$ cat src/rtl/riscv_pkg.sv
// riscv_pkg: shared RISC-V encodings plus the store-path types and helpers
// used by store_ctrl and store_fifo.
package riscv_pkg;

    typedef enum logic [2:0] {
        SB = 3'b000,
        SH = 3'b001,
        SW = 3'b010
    } s_func;

    typedef enum logic [1:0] {
        IDLE,
        ACC1,
        ACC2
    } store_state_t;

    typedef struct packed {
        logic [2:0]  funct3;
        logic [31:0] addr;
        logic [31:0] data;
    } store_entry_t;

    localparam int STORE_BUF_DEPTH = 2;

    // Byte enables across two adjacent words; bits [7:4] belong to the next word.
    // An all-zero result marks an illegal funct3.
    function automatic logic [7:0] store_mask8(input logic [2:0] funct3, input logic [1:0] off);
        logic [3:0] base;
        case (funct3)
            SB:      base = 4'b0001;
            SH:      base = 4'b0011;
            SW:      base = 4'b1111;
            default: base = 4'b0000;
        endcase
        return {4'b0000, base} << off;
    endfunction

endpackage

$ cat src/rtl/store_fifo.sv
// store_fifo: DEPTH-entry store buffer holding {funct3, addr, data} in
// program order; head shows the oldest entry.
module store_fifo
    import riscv_pkg::*;
#(
    parameter int DEPTH = STORE_BUF_DEPTH
) (
    input  logic         clk,
    input  logic         reset,
    input  logic         push,
    input  store_entry_t wr_entry,
    input  logic         pop,
    output logic         full,
    output logic         empty,
    output store_entry_t head
);

    localparam int AW = $clog2(DEPTH);

    store_entry_t mem [DEPTH];
    logic [AW:0]  wr_ptr;
    logic [AW:0]  rd_ptr;

    // Extra pointer bit separates full from empty when the indices match.
    assign empty = (wr_ptr == rd_ptr);
    assign full  = (wr_ptr[AW] != rd_ptr[AW]) && (wr_ptr[AW-1:0] == rd_ptr[AW-1:0]);
    assign head  = mem[rd_ptr[AW-1:0]];

    // NOTE: non-blocking assignments so every register samples pre-edge values.
    always_ff @(posedge clk) begin
        if (reset) begin
            wr_ptr <= '0;
            rd_ptr <= '0;
        end else begin
            if (push && !full) wr_ptr <= wr_ptr + (AW+1)'(1);
            if (pop && !empty) rd_ptr <= rd_ptr + (AW+1)'(1);
        end
    end

    // NOTE: storage is not reset; the pointers alone decide which entries are valid.
    always_ff @(posedge clk) begin
        if (push && !full) mem[wr_ptr[AW-1:0]] <= wr_entry;
    end

endmodule

$ cat src/rtl/store_ctrl.sv
// store_ctrl: buffers core stores and drains them as word-aligned memory accesses.
// Define STORE_MISALIGN_SPLIT_EN to split word-crossing SH/SW; otherwise they fault.
module store_ctrl
    import riscv_pkg::*;
#(
    parameter int DEPTH = STORE_BUF_DEPTH
) (
    input  logic        clk,
    input  logic        reset,
    input  logic        st_valid,
    output logic        st_ready,
    input  logic [2:0]  st_funct3,
    input  logic [31:0] st_addr,
    input  logic [31:0] st_data,
    output logic        mem_req,
    output logic [31:0] mem_addr,
    output logic [31:0] mem_wdata,
    output logic [3:0]  mem_we,
    input  logic        mem_gnt,
    output logic        busy,
    output logic        st_fault
);

    store_state_t state;
    store_state_t next_state;
    store_entry_t in_entry;
    store_entry_t head;
    logic         full;
    logic         empty;
    logic         push;
    logic         pop;
    logic         st_legal;
    logic         head_split;
    logic [7:0]   in_mask8;
    logic [7:0]   head_mask8;
    logic [1:0]   head_off;
    logic [63:0]  head_data64;

    assign st_ready = !full && !reset;
    assign in_mask8 = store_mask8(st_funct3, st_addr[1:0]);

`ifdef STORE_MISALIGN_SPLIT_EN
    assign st_legal = (in_mask8 != 8'h00);
`else
    // Without splitting, anything reaching into the next word is refused.
    assign st_legal = (in_mask8[3:0] != 4'h0) && (in_mask8[7:4] == 4'h0);
`endif

    assign push     = st_valid && st_ready && st_legal;
    assign in_entry = '{funct3: st_funct3, addr: st_addr, data: st_data};

    store_fifo #(.DEPTH(DEPTH)) u_fifo (
        .clk      (clk),
        .reset    (reset),
        .push     (push),
        .wr_entry (in_entry),
        .pop      (pop),
        .full     (full),
        .empty    (empty),
        .head     (head)
    );

    assign head_off    = head.addr[1:0];
    assign head_mask8  = store_mask8(head.funct3, head_off);
    assign head_data64 = {32'h0, head.data} << {head_off, 3'b000};
    assign head_split  = |head_mask8[7:4];

    assign mem_req = (state != IDLE);
    assign busy    = !empty || (state != IDLE);

    // NOTE: defaults first so no path through the case infers a latch.
    always_comb begin
        next_state = state;
        pop        = 1'b0;
        case (state)
            IDLE: if (!empty) next_state = ACC1;
            ACC1: if (mem_gnt) begin
                if (head_split) begin
                    next_state = ACC2;
                end else begin
                    pop        = 1'b1;
                    next_state = IDLE;
                end
            end
            ACC2: if (mem_gnt) begin
                pop        = 1'b1;
                next_state = IDLE;
            end
            default: next_state = IDLE;
        endcase
    end

    always_ff @(posedge clk) begin
        if (reset) begin
            state     <= IDLE;
            mem_addr  <= '0;
            mem_wdata <= '0;
            mem_we    <= '0;
            st_fault  <= 1'b0;
        end else begin
            state    <= next_state;
            st_fault <= st_valid && st_ready && !st_legal;
            // Access outputs are loaded once per access and then held until granted.
            case (state)
                IDLE: if (!empty) begin
                    mem_addr  <= {head.addr[31:2], 2'b00};
                    mem_we    <= head_mask8[3:0];
                    mem_wdata <= head_data64[31:0];
                end
                ACC1: if (mem_gnt) begin
                    if (head_split) begin
                        mem_addr  <= {head.addr[31:2] + 30'd1, 2'b00};
                        mem_we    <= head_mask8[7:4];
                        mem_wdata <= head_data64[63:32];
                    end else begin
                        mem_we <= '0;
                    end
                end
                ACC2: if (mem_gnt) mem_we <= '0;
                default: mem_we <= '0;
            endcase
        end
    end

endmodule

$ cat config.mk
export PLATFORM = sky130hd
export DESIGN_NAME = store_ctrl
export DESIGN_NICKNAME = d
export VERILOG_FILES = /design/src/rtl/riscv_pkg.sv /design/src/rtl/store_fifo.sv /design/src/rtl/store_ctrl.sv
export SDC_FILE = /design/constraint.sdc
export NUM_CORES = 1
export LEC_CHECK = 0
export CAP_MARGIN = 10
export CORE_MARGIN = 2
export CORE_UTILIZATION = 55
export CTS_CLUSTER_SIZE = 40
export DETAILED_ROUTE_END_ITERATION = 12
export GPL_ROUTABILITY_DRIVEN = 0
export PLACE_DENSITY_LB_ADDON = 0.15
export SYNTH_ARGS = -nofsm -noshare
export SYNTH_HDL_FRONTEND = slang
export SYNTH_HIERARCHICAL = 1
export SYNTH_SLANG_ARGS = --single-unit
export TNS_END_PERCENT = 50
$ cat constraint.sdc
create_clock -name clk -period 17.1 [get_ports clk]
set_input_delay 2.565 -clock clk [delete_from_list [all_inputs] [get_ports clk]]
set_output_delay 2.565 -clock clk [all_outputs]
set_load 0.01 [all_outputs]
After elaboration in Yosys (flattened, before gate mapping)
Memory sizes are Yosys's and may differ from the RTL's. A register that Yosys moved wholly into a read port is not among the register bits.
Index checks and enable logic that the tools add are counted.
{"block": "totals", "n_memories": 1, "regBits": 75, "mem_bits_rw": 134, "word_cells": 78}
{"memory": "u_fifo.mem", "depth": 2, "word_bits": 67, "rd": 1, "rd_ports_with_merged_regs": 1, "write_ports": 1, "line_no": "store_fifo.sv:20", "text": "store_entry_t mem [DEPTH];"}
{"block": "classes", "reduce_logical": 23, "eq_ne": 13, "muxes": 28, "shifts": 3, "add_sub_neg": 3}
{"op": "32-bit 2-to-1 mux", "count": 6}
{"op": "32-bit case mux with 2 select lines", "count": 2}
{"op": "32-bit by 5-bit left shift with 64-bit output", "count": 1}
{"op": "4-bit case mux with 3 select lines", "count": 3}
{"op": "30-bit by 1-bit adder with 30-bit output, second input constant", "count": 1}
{"op": "4-bit 2-to-1 mux", "count": 4}
{"op": "4-bit by 2-bit left shift with 8-bit output", "count": 2}
{"op": "1-bit logical AND", "count": 8}
{"op": "2-bit 2-to-1 mux", "count": 4}
{"op": "2-bit inequality test, second input constant", "count": 4}
{"op": "1-bit 2-to-1 mux", "count": 7}
{"op": "3-bit by 1-bit equality test with 1-bit output, second input constant", "count": 2}
{"op": "3-bit by 2-bit equality test with 1-bit output, second input constant", "count": 2}
{"op": "3-bit zero test", "count": 2}
{"op": "2-bit case mux with 3 select lines", "count": 1}
{"op": "2-bit by 1-bit adder with 2-bit output, second input constant", "count": 2}
{"op": "1-bit zero test", "count": 4}
{"op": "4-bit zero test", "count": 1}
{"op": "4-bit AND reduction", "count": 1}
{"op": "2-bit nonzero test", "count": 2}
{"op": "4-bit nonzero test", "count": 1}
{"op": "4-bit OR reduction", "count": 1}
{"op": "3-bit AND reduction", "count": 1}
{"op": "2-bit by 1-bit equality test with 1-bit output, second input constant", "count": 1}
{"op": "7 further kinds", "count": 7}

Logic depth before layout (Yosys ltp)
Gate-level depths: netlist (run 1).
{"block": "depth", "depth_word": 10, "mapped_depth": 11, "depth_no_buf": 8}

Modules after synthesis
Netlist (run 1), hierarchy kept.
{"mod": "store_fifo", "cells_per_inst": 241, "instances": 1, "area_per_inst_um2": 5104.9, "seq_area_each_um2": 4124.0}
{"mod": "store_ctrl", "cells_per_inst": 470, "instances": 1, "area_per_inst_um2": 4008.8, "seq_area_each_um2": 1381.3}

Worst setup path before layout (run 1)
Ideal clock, no wire load.
{"block": "synth_timing", "path_kind": "input-to-reg", "from": "in reset", "to": "mem u_fifo/mem[1][0] (netlist bit), enable pin", "setup_slack_ns": 9.778, "path_buffers": 1, "arrival_time_ns": 6.808, "stages": 6, "path_cell_list": "clkbuf_1 nor2_1 nand2_1 nor3_1 nand2_1 a21oi_1"}
{"block": "synth_via", "elab_chain_cells": 7}
{"item": "from (decl)", "line_no": "store_ctrl.sv:9", "text": "input logic reset,"}
{"item": "1-bit zero test", "line_no": "store_ctrl.sv:39", "text": "assign st_ready = !full && !reset;"}
{"item": "1-bit logical AND", "line_no": "store_ctrl.sv:39"}
{"item": "net st_ready", "line_no": "store_ctrl.sv:11", "text": "output logic st_ready,"}
{"item": "1-bit logical AND (2 in series)", "line_no": "store_ctrl.sv:49", "text": "assign push = st_valid && st_ready && st_legal;"}
{"item": "net push", "line_no": "store_ctrl.sv:30", "text": "logic push;"}
{"item": "1-bit logical AND", "line_no": "store_fifo.sv:42", "text": "if (push && !full) mem[wr_ptr[AW-1:0]] <= wr_entry;"}
{"item": "1-bit 2-to-1 mux", "line_no": "store_fifo.sv:42"}
{"item": "1-bit 2-to-1 mux (not written as such)", "line_no": "store_fifo.sv:42"}
{"item": "to (decl)", "line_no": "store_fifo.sv:20"}
The timed path passes the listed nets, and every way through them passes these cells.

Worst setup path after layout (run 1)
{"block": "layout_timing", "from": "in reset", "to": "out st_ready"}
{"block": "layout_via", "elab_chain_cells": 2}
{"item": "1-bit zero test", "line_no": "store_ctrl.sv:39"}
{"item": "1-bit logical AND", "line_no": "store_ctrl.sv:39"}
{"item": "to (decl)", "line_no": "store_ctrl.sv:11"}
Every way passes these cells.

==> results by group, run 1 <==
STA
  • RSZ-0062 raised after global routing: false
  • Slew @ Worst Pin: ~1.2 ns
  • Max-slew headroom: roughly 21%
  • Slew Limit Fails: 0
  • Post-layout minimum cycle time: 6.55 ns
  • Fmax: 153 MHz
  • PnR worst setup slack: about 11 ns
  • Hold Slack: 0.502 ns
  • Final Cycle Share: 38.3%
  • Finish-stage setup viols: 0
  • Clock Skew: 0.0148 ns
  • Setup_tns: 0 ns
  • Hold Vio Cnt, Final: 0

Critical path
  • Crit path cell chain: buf_2, buf_4, nor2_1, clkdlybuf4s50_1
  • Crit start category: input pin
  • Top delay family on crit path: buffers and inverters
  • Worst EP arrival: about 4 ns
  • R2R setup slack: 12.61 ns
  • Crit end category: output port
  • R2R Path End: mem_wdata[28]$_SDFFE_PP0P_
  • Worst path max stage delay: roughly 0.64 ns
  • CP required: roughly 15 ns
  • Slowest cell on crit path: buf_4
  • CP Class: input pin to output port
  • Critical Path Stages: 4
  • Buf+Inv Stages, Crit Path: 3
  • Crit-path max FO: 73
  • Critical path launch point: reset
  • Critical path endpoint: st_ready
  • Worst r2r path cells: 7

Synthesis
  • Seq/Total Area, Yosys: between 60% and 70%
  • Synth cell types: 55
  • Syn Std Cell Area: between 0.009 and 0.01 mm^2
  • Avg Cell Area, Syn: between 10 and 15 um^2
  • Post-synth EDFFs: 134
  • YS warnings: 6
  • Cell count after synthesis: 711
  • Most used DFF post-synth: edfxtp_1
  • #FFs+latches synth: 208
  • Asr flop ratio synth: 0%

Detailed routing
  • DRT Pass-1 Iters: 6
  • DRC: 0
  • Routed vias: around 6200
  • Initial DRC Count: between 500 and 600
  • Detailed Route WL: 20600 um
  • Vias per inst: 5.82
  • Wirelength per Cell: 19.3 um
  • Routed Antenna Nets: 0

Power
  • Sequential share of power: 49.9%
  • P_sw: 237 uW
  • Clk pwr share: 42.0%
  • Combinational power share: 8.1%
  • Sw Share: a little over a fifth
  • Peak supply drop: between 0.07 and 0.08 mV
  • PwrDens: approximately 98 mW/mm^2
  • Pint: 874 uW
  • Pleak: 0.00372 uW

GRT
  • Pin count of the biggest net entering global routing: 109
  • First-pass GRT wire length: 32600 um
  • Antenna violations before repair: 0
  • Tot GR Track Use: 23.3%
  • Grt total ovfl: 0
  • Vias in the first global route: 6160

Clock tree
  • Hold bufs inserted after CTS: 0
  • Clk sink count: 208
  • CTS Buffer Depth: 3
  • TritonCTS clock tree: yes
  • Number of H-tree levels: 1
  • Clock root buffer master: clkbuf_16
  • Post CTS Setup Buffer Count: 0
  • Worst-skew pair later-pin latency: 0.50 ns
  • Clock transition at path regs: 0.06 ns
  • Resize count post-CTS: 0
  • CTS buffer count: 21

Layout
  • Most frequent cells in the layout: clkdlybuf4s50_1 (139), edfxtp_1 (134), nor2_1 (88), mux2_2 (75), dfxtp_1 (73)
  • # diodes: 0
  • Final Core Density: 69.0%
  • P&R area growth vs syn: 24.2%
  • Nets: 905
  • Commonest non-fill, non-tap cell in the layout: clkdlybuf4s50_1
  • Filler cells: roughly 1200
  • Share of layout cells above drive strength 1: 15.4%
  • Sequential cell area: 0.00551 mm^2
  • Footprint of the multi-input gates: roughly 0.0034 mm^2

Die
  • IO Pins: 143
  • Row Count: 47
  • Die Y: 133 um
  • Die area: approximately 0.018 mm^2
  • Die Wd: between 100 and 150 um
  • Core ar.: 0.0164 mm^2
  • Initial Utilization: 55.5%

Job
  • Max capacitance violation total: 0

Status
  • Status: finished, final reports clean

Place
  • Post-DP HPWL: about 13000 um
  • Pre-CTS setup slack: 10.55 ns
  • Port Buffer Count: 140

Worst hold path
  • HP Class: flip-flop to flip-flop
-- flip-flops by register name, summed over array words and instances (netlist names), named ones only --
signal / count
u_fifo/mem: 134
mem_wdata: 32
mem_addr: 30
mem_we: 4
state: 2
u_fifo/rd_ptr: 2
u_fifo/wr_ptr: 2
st_fault: 1
-- cells in the mapped netlist, types with 3 or more instances --
cell type / instances / area share, %
a211oi_1: 50 / 4.1
a211oi_2: 3 / 0.41
a21oi_1: 9 / 0.49
a22o_1: 16 / 1.5
a22oi_1: 16 / 1.3
a311oi_1: 4 / 0.38
and2_1: 9 / 0.62
and4_1: 4 / 0.38
buf_1: 3 / 0.12
buf_2: 17 / 0.93
buf_4: 7 / 0.58
clkbuf_1: 21 / 0.86
dfxtp_1: 74 / 16
edfxtp_1: 134 / 44
ha_1: 4 / 0.55
inv_1: 11 / 0.45
mux2_2: 75 / 9.3
mux2i_1: 35 / 3.8
nand2_1: 20 / 0.82
nand3_1: 10 / 0.55
nand4_1: 10 / 0.69
nor2_1: 88 / 3.6
nor3_1: 13 / 0.71
nor3_2: 3 / 0.33
o21ai_0: 4 / 0.22
o22ai_1: 8 / 0.55
xnor2_1: 21 / 2.0
xor2_1: 9 / 0.86
-- tightest hold or removal path: stages (launching register included) --
cell and delay [ns]:
dfxtp_1 0.31, nor2_1 0.10, a211oi_1 0.05
-- layer usage --
metal  track usage, %  routed length [um]  up-vias
met5                0                   0        -
met4             6.03                 428        0
met3             4.10                1430       38
met2             37.5                9740      233
met1             33.0                8950     3011
li1                 -                   -     2919
-- kinds of logic after synthesis --
group                      after synthesis  synth area share (%)
and+or+nand+nor                        175                  9.54
adders and majority gates                4                 0.549
muxes                                  110                  13.1
AOI/OAI and AO/OA                      122                  10.2
xor gates and xnor gates                31                  3.06
buffers and inverters                   60                  3.08
DFF                                    208                  60.4
other                                    1                0.0411
-- final cells by class --
class	count	area share [%]
clock buffers	27	5.02
flip-flops and latches	208	48.7
well taps	220	2.43
clock inverters	11	1.22
inverters	11	0.365
repair buffers	144	12.6
multi-input cells	444	29.7
-- power by group through the flow --
stage	Sequential (uW)	Combinational [uW]	Clock, uW
after floorplan	567	41.0	0
after global placement	565	86.7	0
after detailed placement	565	89.4	0
after CTS	555	89.9	475
after global routing	556	97.1	497
final	554	89.9	466
-- stage by stage --
stage               power [uW]  cell area (um^2)  instances
global route              1150             11300       1065
detailed placement         655             10600       1027
CTS                       1120             11300       1065
global placement           652             10600       1027
finish                    1110             11300       1065
floorplan                  608              9120        712
-- how the worst min path moves through the flow --
stage                               from                   endpoint  cells after the start  slack (ns)
6_report       mem_addr[14]$_SDFFE_PP0P_  mem_addr[14]$_SDFFE_PP0P_                      2        0.50
5_1_grt           mem_we[3]$_SDFFE_PP0P_     mem_we[3]$_SDFFE_PP0P_                      2        0.52
4_1_cts           mem_we[3]$_SDFFE_PP0P_     mem_we[3]$_SDFFE_PP0P_                      2        0.50
3_5_place_dp      mem_we[3]$_SDFFE_PP0P_     mem_we[3]$_SDFFE_PP0P_                      2        0.49
3_3_place_gp       state[1]$_SDFFE_PP0P_      state[1]$_SDFFE_PP0P_                      2        0.47
2_1_floorplan      state[1]$_SDFFE_PP0P_      state[1]$_SDFFE_PP0P_                      2        0.45
(Power assumes the default switching activity.)
==> inputs of run 2 (changes only) <==
--- a/config.mk
+++ b/config.mk
@@ -7,7 +7,7 @@
 export LEC_CHECK = 0
 export CAP_MARGIN = 10
 export CORE_MARGIN = 2
-export CORE_UTILIZATION = 55
+export CORE_UTILIZATION = 54
 export CTS_CLUSTER_SIZE = 40
 export DETAILED_ROUTE_END_ITERATION = 12
 export GPL_ROUTABILITY_DRIVEN = 0
==> constraint.sdc (replaced) <==
create_clock -name clk -period 6.5 [get_ports clk]
set_input_delay 0.975 -clock clk [delete_from_list [all_inputs] [get_ports clk]]
set_output_delay 0.975 -clock clk [all_outputs]
set_load 0.01 [all_outputs]
==> run 2 against run 1 <==
  * Clock-buffer cell count up 9
  * Worst hold slack worse by 0.014 ns
  * Sequential share of layout area up 0.23 points
  * Core utilization down 0.81 points
  * Via count up 0.58%
  * Critical endpoint is now mem_addr[22]$_SDFFE_PP0P_
  * Largest power group unchanged
  * Highest routed layer unchanged
==> results by group, run 2 (same netlist as run 1, synthesis figures left out) <==
Status
  • Status: finished, final reports clean

Detailed routing
  • Wirelength per Cell: 19.7 um
  • Routed vias: roughly 6200
  • Routed Antenna Nets: 0
  • Initial DRC Count: around 600
  • Detailed Route WL: 21000 um
  • DRC: 0
  • DRT Pass-1 Iters: 5
  • Vias per inst: around 5.8

Die
  • Die Wd: 134 um
  • Initial Utilization: 55.2%
  • Core ar.: about 0.017 mm^2
  • Die Y: 134 um
  • Row Count: 47
  • Die area: 0.0179 mm^2
  • IO Pins: 143

Layout
  • # diodes: 0
  • Nets: 906
  • Commonest non-fill, non-tap cell in the layout: clkdlybuf4s50_1
  • Most frequent cells in the layout: clkdlybuf4s50_1 (139), edfxtp_1 (134), nor2_1 (88), mux2_2 (75), dfxtp_1 (73)
  • P&R area growth vs syn: 23.6%
  • Max reg flops: 134
  • Filler cells: roughly 1200
  • Share of layout cells above drive strength 1: between 10% and 20%
  • Final Core Density: approximately 68%

Critical path
  • Buf+Inv Stages, Crit Path: 1
  • Crit-path max FO: between 100 and 150
  • Worst EP arrival: 4.55 ns
  • Crit start category: flip-flop
  • R2R setup slack: ~2.3 ns
  • CP required: around 6.9 ns
  • Top delay family on crit path: compound AO/OA/AOI/OAI gates
  • CP Class: flip-flop to flip-flop
  • Worst path max stage delay: 1.03 ns
  • Crit path cell chain: buf_4, mux2_2, nand3b_1, a31oi_1, a41o_4, nor2_1, a211oi_1
  • Slowest cell on crit path: a41o_4
  • Crit end category: flip-flop

STA
  • Slew Limit Fails: 0
  • Final Cycle Share: 64.0%
  • Hold Slack: 0.488 ns
  • Slew @ Worst Pin: roughly 1.2 ns
  • Max-slew headroom: a little under a quarter
  • Clock Skew: 0.0100 ns
  • RSZ-0062 raised after global routing: false
  • Post-layout minimum cycle time: 4.16 ns
  • Setup_tns: 0 ns
  • Hold Vio Cnt, Final: 0
  • Fmax: approximately 240 MHz
  • Finish-stage setup viols: 0

Clock tree
  • Clk sink count: 208
  • Number of H-tree levels: 1
  • Post CTS Setup Buffer Count: 0
  • Clock transition at path regs: 0.06 ns
  • CTS buffer count: 22
  • Worst-skew pair later-pin latency: 0.50 ns
  • CTS Buffer Depth: 3
  • Hold bufs inserted after CTS: 0
  • Clock root buffer master: clkbuf_16
  • Resize count post-CTS: 0
  • TritonCTS clock tree: yes

Power
  • PwrDens: about 250 mW/mm^2
  • Pleak: 0.00369 uW
  • Peak supply drop: 0.189 mV

Job
  • Max capacitance violation total: 0

GRT
  • Tot GR Track Use: 23.3%
  • First-pass GRT wire length: 33100 um
  • Antenna violations before repair: 0
  • Vias in the first global route: 6231
  • Pin count of the biggest net entering global routing: 109
  • Grt total ovfl: 0

Place
  • Post-DP HPWL: 13800 um
  • Port Buffer Count: 140

Worst hold path
  • HP Class: flip-flop to flip-flop
[run 2: cell count changes in the layout (fill, tap and decap cells not counted), sizes merged]
| cell | delta |
|---|---|
| clkbuf | +9 |
| inv | -1 |
| bufinv | -3 |
| clkinv | -1 |
| clkinvlp | -2 |
[run 2: per-stage QoR]
stage / std cells / instance area, um^2 / setup slack (ns) / total power (uW)
floorplan: 712 / 9120 / 0.768 / 1600
global placement: 1027 / 10600 / 2.42 / 1710
detailed placement: 1027 / 10600 / 2.26 / 1720
CTS: 1067 / 11300 / 2.35 / 2870
global route: 1067 / 11300 / 1.96 / 2940
finish: 1067 / 11300 / 2.34 / 2850
[run 2: final cells by class]
type	count	area, um^2	area share (%)
clock buffer	36	634	5.63
clock inverter	4	18.8	0.167
inverter	11	41.3	0.367
multi-input combinational	444	3360	29.8
sequential	208	5510	48.9
tap	220	275	2.44
timing repair buffer	144	1430	12.7
[run 2: routing by layer]
layer	vias to the layer above	global-route usage, %	wire length (um)
li1	2927	-	-
met1	3044	31.9	9330
met4	0	6.97	419
met3	34	4.35	1330
met5	-	0	0
met2	232	38.2	9910
[run 2: path summary, 6_finish.rpt]
kind                                       startpoint                         to  cells past startpoint
worst max-delay path                        flip-flop  mem_addr[22]$_SDFFE_PP0P_                      7
worst min-delay path            state[1]$_SDFFE_PP0P_      state[1]$_SDFFE_PP0P_                      2
worst min register to register  state[1]$_SDFFE_PP0P_      state[1]$_SDFFE_PP0P_                      2
worst max register to register              flip-flop  mem_addr[22]$_SDFFE_PP0P_                      7
[run 2: power by group]
part / leakage [uW] / switching, uW / total [uW] / internal, uW
sequential: 0.00181 / 18.3 / 1460 / 1440
clock: 0.000318 / 487 / 1150 / 665
combinational: 0.00156 / 117 / 238 / 121
total: 0.00369 / 622 / 2850 / 2230
[run 2: tightest hold or removal path, cell delays in order, from the launching register on]
cell	delay (ns)
dfxtp_1	0.33
nand2_1	0.06
a21oi_1	0.05
